File: config.mk
export PLATFORM = sky130hd
export DESIGN_NAME = threshold_monitor
export DESIGN_NICKNAME = d
export VERILOG_FILES = /design/src/rtl/threshold_monitor_pkg.sv /design/src/rtl/threshold_cmp.sv /design/src/rtl/threshold_monitor.sv
export SDC_FILE = /design/constraint.sdc
export NUM_CORES = 1
export LEC_CHECK = 0
export ABC_AREA = 1
export BUFFER_PORTS_ARGS = -buffer_cell sky130_fd_sc_hd__buf_4
export CORE_AREA = 2 2 39 41
export DETAILED_ROUTE_END_ITERATION = 6
export DIE_AREA = 0 0 41 43
export PLACE_DENSITY_LB_ADDON = 0.12
export SETUP_SLACK_MARGIN = 0.1
export SLEW_MARGIN = 25
export SYNTH_ARGS = -nofsm -noshare
export SYNTH_HDL_FRONTEND = slang
export SYNTH_SLANG_ARGS = --single-unit
File: constraint.sdc
create_clock -name clk -period 1.9 [get_ports clk]
set_clock_uncertainty 0.1 [all_clocks]
set_input_delay 0.38 -clock clk [delete_from_list [all_inputs] [get_ports clk]]
set_output_delay 0.38 -clock clk [all_outputs]
set_load 0.005 [all_outputs]
File: src/rtl/threshold_monitor_pkg.sv
// threshold_monitor_pkg
// Shared types for the threshold monitor and its comparator.
//   mode_e  : comparison select (ZERO, LT, GE, EQ), 2-bit encoded
//   state_e : persistence filter state (IDLE, COUNTING, TRIPPED)
package threshold_monitor_pkg;

  // Encodings match the raw 2-bit mode input of the monitor.
  typedef enum logic [1:0] {
    ZERO = 2'd0,
    LT   = 2'd1,
    GE   = 2'd2,
    EQ   = 2'd3
  } mode_e;

  typedef enum logic [1:0] {
    IDLE     = 2'd0,
    COUNTING = 2'd1,
    TRIPPED  = 2'd2
  } state_e;

endpackage

File: src/rtl/threshold_cmp.sv
// threshold_cmp
// Purely combinational unsigned comparator, reusable wherever a sample
// must be checked against a threshold under a selectable mode.
// Ports:
//   in_i     [WIDTH-1:0] : unsigned sample
//   thresh_i [WIDTH-1:0] : unsigned threshold (unused in ZERO mode)
//   mode_i   mode_e      : comparison select
//   cond_o               : 1 when the sample satisfies the selected test
module threshold_cmp
  import threshold_monitor_pkg::*;
#(
  parameter int WIDTH = 4
) (
  input  logic [WIDTH-1:0] in_i,
  input  logic [WIDTH-1:0] thresh_i,
  input  mode_e            mode_i,
  output logic             cond_o
);

  // Select one of the four full-width unsigned tests; ZERO ignores the
  // threshold entirely.
  always_comb begin
    cond_o = 1'b0;
    unique case (mode_i)
      ZERO:    cond_o = (in_i == '0);
      LT:      cond_o = (in_i <  thresh_i);
      GE:      cond_o = (in_i >= thresh_i);
      EQ:      cond_o = (in_i == thresh_i);
      default: cond_o = 1'b0;
    endcase
  end

endmodule

File: src/rtl/threshold_monitor.sv
// threshold_monitor
// Registered threshold detector with a persistence filter. A level alarm
// asserts once PERSIST consecutive valid samples satisfy the comparison;
// a sticky flag remembers any trip until cleared.
// Ports:
//   clk, rst_n            : clock (rising edge), async active-low reset
//   in_valid              : a sample is presented this cycle
//   in, thresh [WIDTH]    : unsigned sample and threshold
//   mode [2]              : 0=ZERO 1=LT 2=GE 3=EQ
//   clear                 : synchronous clear, overrides a same-cycle sample
//   out                   : compare result of the most recent valid sample
//   hit                   : high while tripped
//   sticky                : set on every trip, held until clear
//   run_cnt [CNT_W]       : consecutive qualifying count, saturating
module threshold_monitor
  import threshold_monitor_pkg::*;
#(
  parameter int WIDTH   = 4,
  parameter int PERSIST = 3,
  parameter int CNT_W   = $clog2(PERSIST + 1)
) (
  input  logic             clk,
  input  logic             rst_n,
  input  logic             in_valid,
  input  logic [WIDTH-1:0] in,
  input  logic [WIDTH-1:0] thresh,
  input  logic [1:0]       mode,
  input  logic             clear,
  output logic             out,
  output logic             hit,
  output logic             sticky,
  output logic [CNT_W-1:0] run_cnt
);

  localparam logic [CNT_W-1:0] PERSIST_C = CNT_W'(PERSIST);
  localparam logic [CNT_W-1:0] ONE_C     = CNT_W'(1);

  state_e           state_q,  state_d;
  logic [CNT_W-1:0] run_cnt_q, run_cnt_d;
  logic             out_q,    out_d;
  logic             sticky_q, sticky_d;
  logic             cond;
  logic [CNT_W-1:0] cnt_inc;

  threshold_cmp #(
    .WIDTH (WIDTH)
  ) u_cmp (
    .in_i     (in),
    .thresh_i (thresh),
    .mode_i   (mode_e'(mode)),
    .cond_o   (cond)
  );

  // Next-state logic. Cycles without a valid sample hold everything, so a
  // gap never breaks a run. Clear wins over a sample in the same cycle.
  // The counter saturates at PERSIST, which keeps TRIPPED stable across
  // further qualifying samples.
  always_comb begin
    state_d   = state_q;
    run_cnt_d = run_cnt_q;
    out_d     = out_q;
    sticky_d  = sticky_q;
    cnt_inc   = (run_cnt_q == PERSIST_C) ? run_cnt_q : run_cnt_q + ONE_C;

    if (clear) begin
      state_d   = IDLE;
      run_cnt_d = '0;
      out_d     = 1'b0;
      sticky_d  = 1'b0;
    end else if (in_valid) begin
      if (cond) begin
        out_d     = 1'b1;
        run_cnt_d = cnt_inc;
        if (cnt_inc == PERSIST_C) begin
          state_d  = TRIPPED;
          sticky_d = 1'b1;
        end else begin
          state_d  = COUNTING;
        end
      end else begin
        out_d     = 1'b0;
        run_cnt_d = '0;
        state_d   = IDLE;
      end
    end
  end

  // State and datapath registers; reset clears every output immediately.
  always_ff @(posedge clk or negedge rst_n) begin
    if (!rst_n) begin
      state_q   <= IDLE;
      run_cnt_q <= '0;
      out_q     <= 1'b0;
      sticky_q  <= 1'b0;
    end else begin
      state_q   <= state_d;
      run_cnt_q <= run_cnt_d;
      out_q     <= out_d;
      sticky_q  <= sticky_d;
    end
  end

  assign out     = out_q;
  assign hit     = (state_q == TRIPPED);
  assign sticky  = sticky_q;
  assign run_cnt = run_cnt_q;

endmodule
==> out/metrics.cfg, run 1 <==
[outcome]
outcome=completed

[sta]
timing.final.crit_share=0.703
finalHoldViolCount=0
tightest_slew_ns=0.329
slew_violations=0
period_needed_ns=1.34
relSlewSlack=0.780
finalSetupTns_ns=0
rsz0062_at_grt=no
finalSetupViolCount=0
fmax_mhz=749
layout_setup_ws_ns=0.565

[placement]
gp_congestion=0.678
io_buffer_count=18
placed_area_um2=566
dpl.hpwl_um=655
dp_slack_ns=0.305

[global_route]
grt_overflow=0
grt_usage=0.120
grt_pass1_wl_um=1350
grt_max_degree=7
grt_pass1_vias=355
grt_antenna_before_repair=0

[floorplan]
fp.dieH_um=43
io-pin-count=19
start_util=0.297
core_um2=1380
die-area_um2=1760
rows=14
fp.dieW_um=41

[finish]
drive_above_1_share=0.364
areaGrowthSynthToFinish_pct=45.7
fin_nets=97
fin_area_um2=598
insertedDiodeCount=0

[worst_setup_path]
crit_type=in -> reg
path_cells=buf_4 -> ha_1 -> a21oi_1 -> nand2_1 -> nand2_1 -> nand3_2 -> nand3_1 -> nand2_1
start_kind=primary input
crit_fanout=2
cp_slowest_cell=ha_1
critical_path.max_stage_delay_ns=0.30
cp_data_arrival_time_ns=1.37
path_common_cell=nand2_1
crit_path_end_kind=register
cp.required_ns=1.93

[routing]
vias=398
wirelength_um=773
ant_nets=0
drcViolationCount=0
viasPerCell=4.28
drt-pass1-iter-count=4
routedWlPerCell_um=8.31
drt_iter0_markers=4

[synth]
ys_seq_area_frac=0.366
synth_top_area_share=0.366
synth_area_leaders=dfrtp_1, nand2_1, ha_1
synth_flop_cell=dfrtp_1
yosysTopAreaCell=dfrtp_1
syn-cell-area_um2=410
yosys_warnings=0
synth_seq_cells=6
synth_most_common_cell=nand2_1
synth_edf_count=0
synth.avg_cell_area_um2=7.46
netlist_instances=55
synth_cell_types=13
synthesis.nets=73
ys_async_sr_fraction=1.00
synth_common_cells=nand2_1, inv_1, dfrtp_1, nor2_1, ha_1

[pwr]
finalPower_uw=327
leakage_nw=0.362
power.density_nw_per_um2=547
peakVddDrop_v=0.000305

[clock_network]
numCtsBuffers=3
clockBufferDepth=2
cts_tree=built
clock-sinks=6
path_clk_slew_ns=0.04
htree_levels=1
insertion_delay_ns=0.24
cts_root_buf=clkbuf_4
cts_setup_buffers=0

[job]
maxCapViolCount=0

[hold_path]
worstHoldPathType=in -> reg

==> where the power goes <==
group	switching, mW	internal [mW]	leakage, nW
logic	0.0364	0.0397	0.266
clock network	0.0427	0.0712	0.0138
registers	0.00368	0.133	0.0825
==> final cells by class <==
type                    instances  area [um^2]
multi-input cells              37          215
clock buffers                   3         22.5
repair buffers                 19          145
inverters                      12         45.0
flip-flops and latches          6          150
fillers                       151          786
well taps                      16         20.0
==> flip-flops by register name, indices dropped and copies added (netlist names) <==
signal   count
out          1
run_cnt      2
state_q      2
sticky       1
==> per-layer routing <==
layer  up-vias  GRT usage  part of all wire
li1        214          -                 -
met1       168      0.145              0.45
met2        14      0.150              0.43
met3         2     0.0942              0.10
met4         0     0.0600             0.016
met5         -          0                 0
==> worst paths after layout <==
kind / from / to / slack (ns) / depth (start not counted)
setup / recovery: in[3] / state_q[1]$_DFFE_PN0P_ / 0.56 / 8
hold / removal: clear / sticky$_DFFE_PN0P_ / 0.30 / 4
hold reg to reg: sticky$_DFFE_PN0P_ / sticky$_DFFE_PN0P_ / 0.38 / 2
max in group asynchronous: rst_n / run_cnt[0]$_DFFE_PN0P_ / 1.20 / 2
setup reg to reg: run_cnt[1]$_DFFE_PN0P_ / run_cnt[0]$_DFFE_PN0P_ / 1.02 / 2
min in group asynchronous: rst_n / state_q[0]$_DFFE_PN0P_ / 0.38 / 2
==> critical path, delay by kind of cell <==
family	cells	cell delay, ns
adders and majority gates	1	0.30
AOI/OAI and AO/OA	1	0.19
and+or+nand+nor	5	0.38
buffers and inverters	1	0.11
==> repair_timing <==
action	in CTS	in global routing
resized for setup	0	0
endpoints found under the hold margin	6	0
hold buffers	1	0
setup endpoints to repair	0	0
==> stage by stage <==
stage	hold WS [ns]	utilization	std cells
6_report	0.296	0.432	93
5_1_grt	0.302	0.432	93
4_1_cts	0.294	0.432	93
3_5_place_dp	0.0905	0.409	89
3_3_place_gp	0.0932	0.409	89
2_1_floorplan	-0.0156	-	55
==> kinds of logic after synthesis <==
| logic type | after synthesis | share of synthesized area |
|---|---|---|
| adder cells (fa/ha/maj) | 4 | 0.122 |
| flip-flops | 6 | 0.366 |
| AO/OA/AOI/OAI | 6 | 0.110 |
| buffers and inverters | 12 | 0.110 |
| AND/OR/NAND/NOR | 27 | 0.293 |
==> cell usage in the layout (no fill, tap or decap) <==
master,Yosys,layout
nor2_1,6,6
a21oi_1,2,2
o21ai_2,2,2
ha_1,4,4
nand2_1,16,16
inv_2,1,1
nand4_1,1,1
buf_4,0,18
nand3_2,1,1
a21oi_2,2,2
clkbuf_4,0,3
inv_1,11,11
dlygate4sd3_1,0,1
nand2_4,1,1
nand3_1,2,2
dfrtp_1,6,6
No activity file was read; power rests on OpenSTA's default activity.
==> run 2: changes to the inputs <==
==> constraint.sdc (replaced) <==
create_clock -name clk -period 1.3 [get_ports clk]
set_clock_uncertainty 0.1 [all_clocks]
set_input_delay 0.26 -clock clk [delete_from_list [all_inputs] [get_ports clk]]
set_output_delay 0.26 -clock clk [all_outputs]
set_load 0.005 [all_outputs]
==> run 2 against run 1 <==
Compared with the run above: worst setup slack worse by 0.45 ns; sequential power up 45%; via count rose by 3.8%; combinational power grew 100%; sequential cell count stayed put; die area unchanged; first-iteration DRC count fell by 75%; clock-buffer cell count is the same; register-to-register slack got worse by 0.68 ns; critical endpoint is now hit.
==> out/metrics.cfg, run 2 (synthesis results as in run 1) <==
[outcome]
outcome=completed

[sta]
tightest_slew_ns=0.355  ; +0.0262 ns
rsz0062_at_grt=yes
timing.final.crit_share=0.910
finalSetupTns_ns=0  ; unchanged
period_needed_ns=1.18
finalSetupViolCount=0  ; unchanged
finalHoldViolCount=0  ; unchanged
fin_hold_ws_ns=0.166  ; -0.130 ns
relSlewSlack=0.763  ; -0.0176
fmax_mhz=845
slew_violations=0  ; unchanged

[floorplan]
die-area_um2=1760  ; unchanged
fp.dieH_um=43  ; unchanged
fp.dieW_um=41  ; unchanged
io-pin-count=19  ; unchanged
core_um2=1380  ; unchanged
start_util=0.297  ; unchanged
rows=14  ; unchanged

[worst_setup_path]
cpLargestDelayFamily=flip-flops
crit_type=reg -> out
path_cells=nor2_1 -> buf_4
crit_path_end_kind=primary output
critical_path.max_stage_delay_ns=0.37  ; +0.07 ns
cp_data_arrival_time_ns=0.82  ; -0.55 ns
start_kind=register
cp_slowest_cell=dfrtp_1
path_buf_inv=1  ; unchanged
cp.required_ns=0.94  ; -0.99 ns
crit_fanout=2  ; unchanged

[global_route]
grt_usage=0.106  ; -0.0145
grt_pass1_vias=342  ; -3.7%
grt_max_degree=7  ; unchanged
grt_pass1_wl_um=1190  ; -12%
grt_overflow=0  ; unchanged
grt_antenna_before_repair=0  ; unchanged

[clock_network]
clock-sinks=6  ; unchanged
cts_root_buf=clkbuf_4
cts_tree=built
clockBufferDepth=2  ; unchanged
insertion_delay_ns=0.24  ; about the same
path_clk_slew_ns=0.04  ; about the same
htree_levels=1  ; unchanged
numCtsBuffers=3  ; unchanged

[finish]
drive_above_1_share=0.550  ; +0.186
fin_nets=100  ; +3.1%
areaGrowthSynthToFinish_pct=72.6
fillers=138  ; -8.6%
final_common_cell=buf_4
mostFrequentLayoutCells=buf_4, nand2_1, inv_1
insertedDiodeCount=0  ; unchanged

[routing]
wirelength_um=813  ; +5.2%
drt-pass1-iter-count=2  ; -2
vias=413  ; +3.8%
drt_iter0_markers=1  ; -3
viasPerCell=4.30  ; +0.53%
routedWlPerCell_um=8.47  ; +1.9%
drcViolationCount=0  ; unchanged
ant_nets=0  ; unchanged

[placement]
gp_congestion=0.753  ; +11%
io_buffer_count=18  ; unchanged
dpl.hpwl_um=664  ; +1.5%

[pwr]
peakVddDrop_v=0.000609  ; +100%
power.density_nw_per_um2=733  ; +34%
finalPower_uw=519  ; +59%
leakage_nw=0.383  ; +5.7%

[hold_path]
worstHoldPathType=in -> reg

[job]
maxCapViolCount=0  ; unchanged

run 2: routing by layer:
metal,vias to the layer above,track usage,share of wire
li1,221,-,-
met1,178,0.121,0.45
met2,14,0.147,0.46
met3,0,0.0942,0.087
met4,0,0.0200,0
met5,-,0,0
run 2: worst register-to-register path, delay by kind of cell, from the launching register on:
family / cells / cell delay, ns
AND/OR/NAND/NOR: 1 / 0.13
AO/OA/AOI/OAI: 1 / 0.07
flip-flops: 1 / 0.39
buffers and inverters: 1 / 0.15
run 2: where the power goes:
part	switching [mW]	internal, mW	total (mW)
Clock	0.0608	0.104	0.165
Sequential	0.00443	0.195	0.199
Combinational	0.0718	0.0829	0.155
Total	0.137	0.382	0.519
run 2: cell type report:
| cell class | instances | area (um^2) | area share |
|---|---|---|---|
| repair buffers | 22 | 183 | 0.258 |
| flip-flops and latches | 6 | 151 | 0.214 |
| well taps | 16 | 20.0 | 0.0283 |
| clock buffers | 3 | 22.5 | 0.0318 |
| inverters | 12 | 60.1 | 0.0848 |
| multi-input cells | 37 | 272 | 0.383 |
run 2: repair_timing:
| action | in CTS | in global routing |
|---|---|---|
| hold buffers | 1 | 0 |
| setup endpoints to repair | 3 | 8 |
| cloned | 0 | 0 |
| buffers inserted | 0 | 2 |
| pin swaps | 1 | 11 |
| hold endpoints to repair | 6 | 0 |
| resized for setup | 1 | 7 |
run 2: through the flow:
| stage | util | instance area, um^2 | setup WS, ns | instances |
|---|---|---|---|---|
| 6_report | 0.512 | 708 | 0.117 | 96 |
| 5_1_grt | 0.512 | 708 | 0.0664 | 96 |
| 4_1_cts | 0.485 | 671 | 0.107 | 94 |
| 3_5_place_dp | 0.460 | 637 | -0.154 | 90 |
| 3_3_place_gp | 0.460 | 637 | -0.149 | 90 |
| 2_1_floorplan | - | 474 | 0.0551 | 55 |
run 2: worst paths after layout:
check	startpoint	endpoint	slack, ns	cells after the start
setup / recovery	state_q[0]$_DFFE_PN0P_	hit	0.12	2
hold / removal	clear	sticky$_DFFE_PN0P_	0.17	4
setup reg to reg	run_cnt[1]$_DFFE_PN0P_	run_cnt[0]$_DFFE_PN0P_	0.34	3
hold reg to reg	sticky$_DFFE_PN0P_	sticky$_DFFE_PN0P_	0.37	2
max in group asynchronous	rst_n	run_cnt[1]$_DFFE_PN0P_	0.70	2
min in group asynchronous	rst_n	state_q[1]$_DFFE_PN0P_	0.26	2
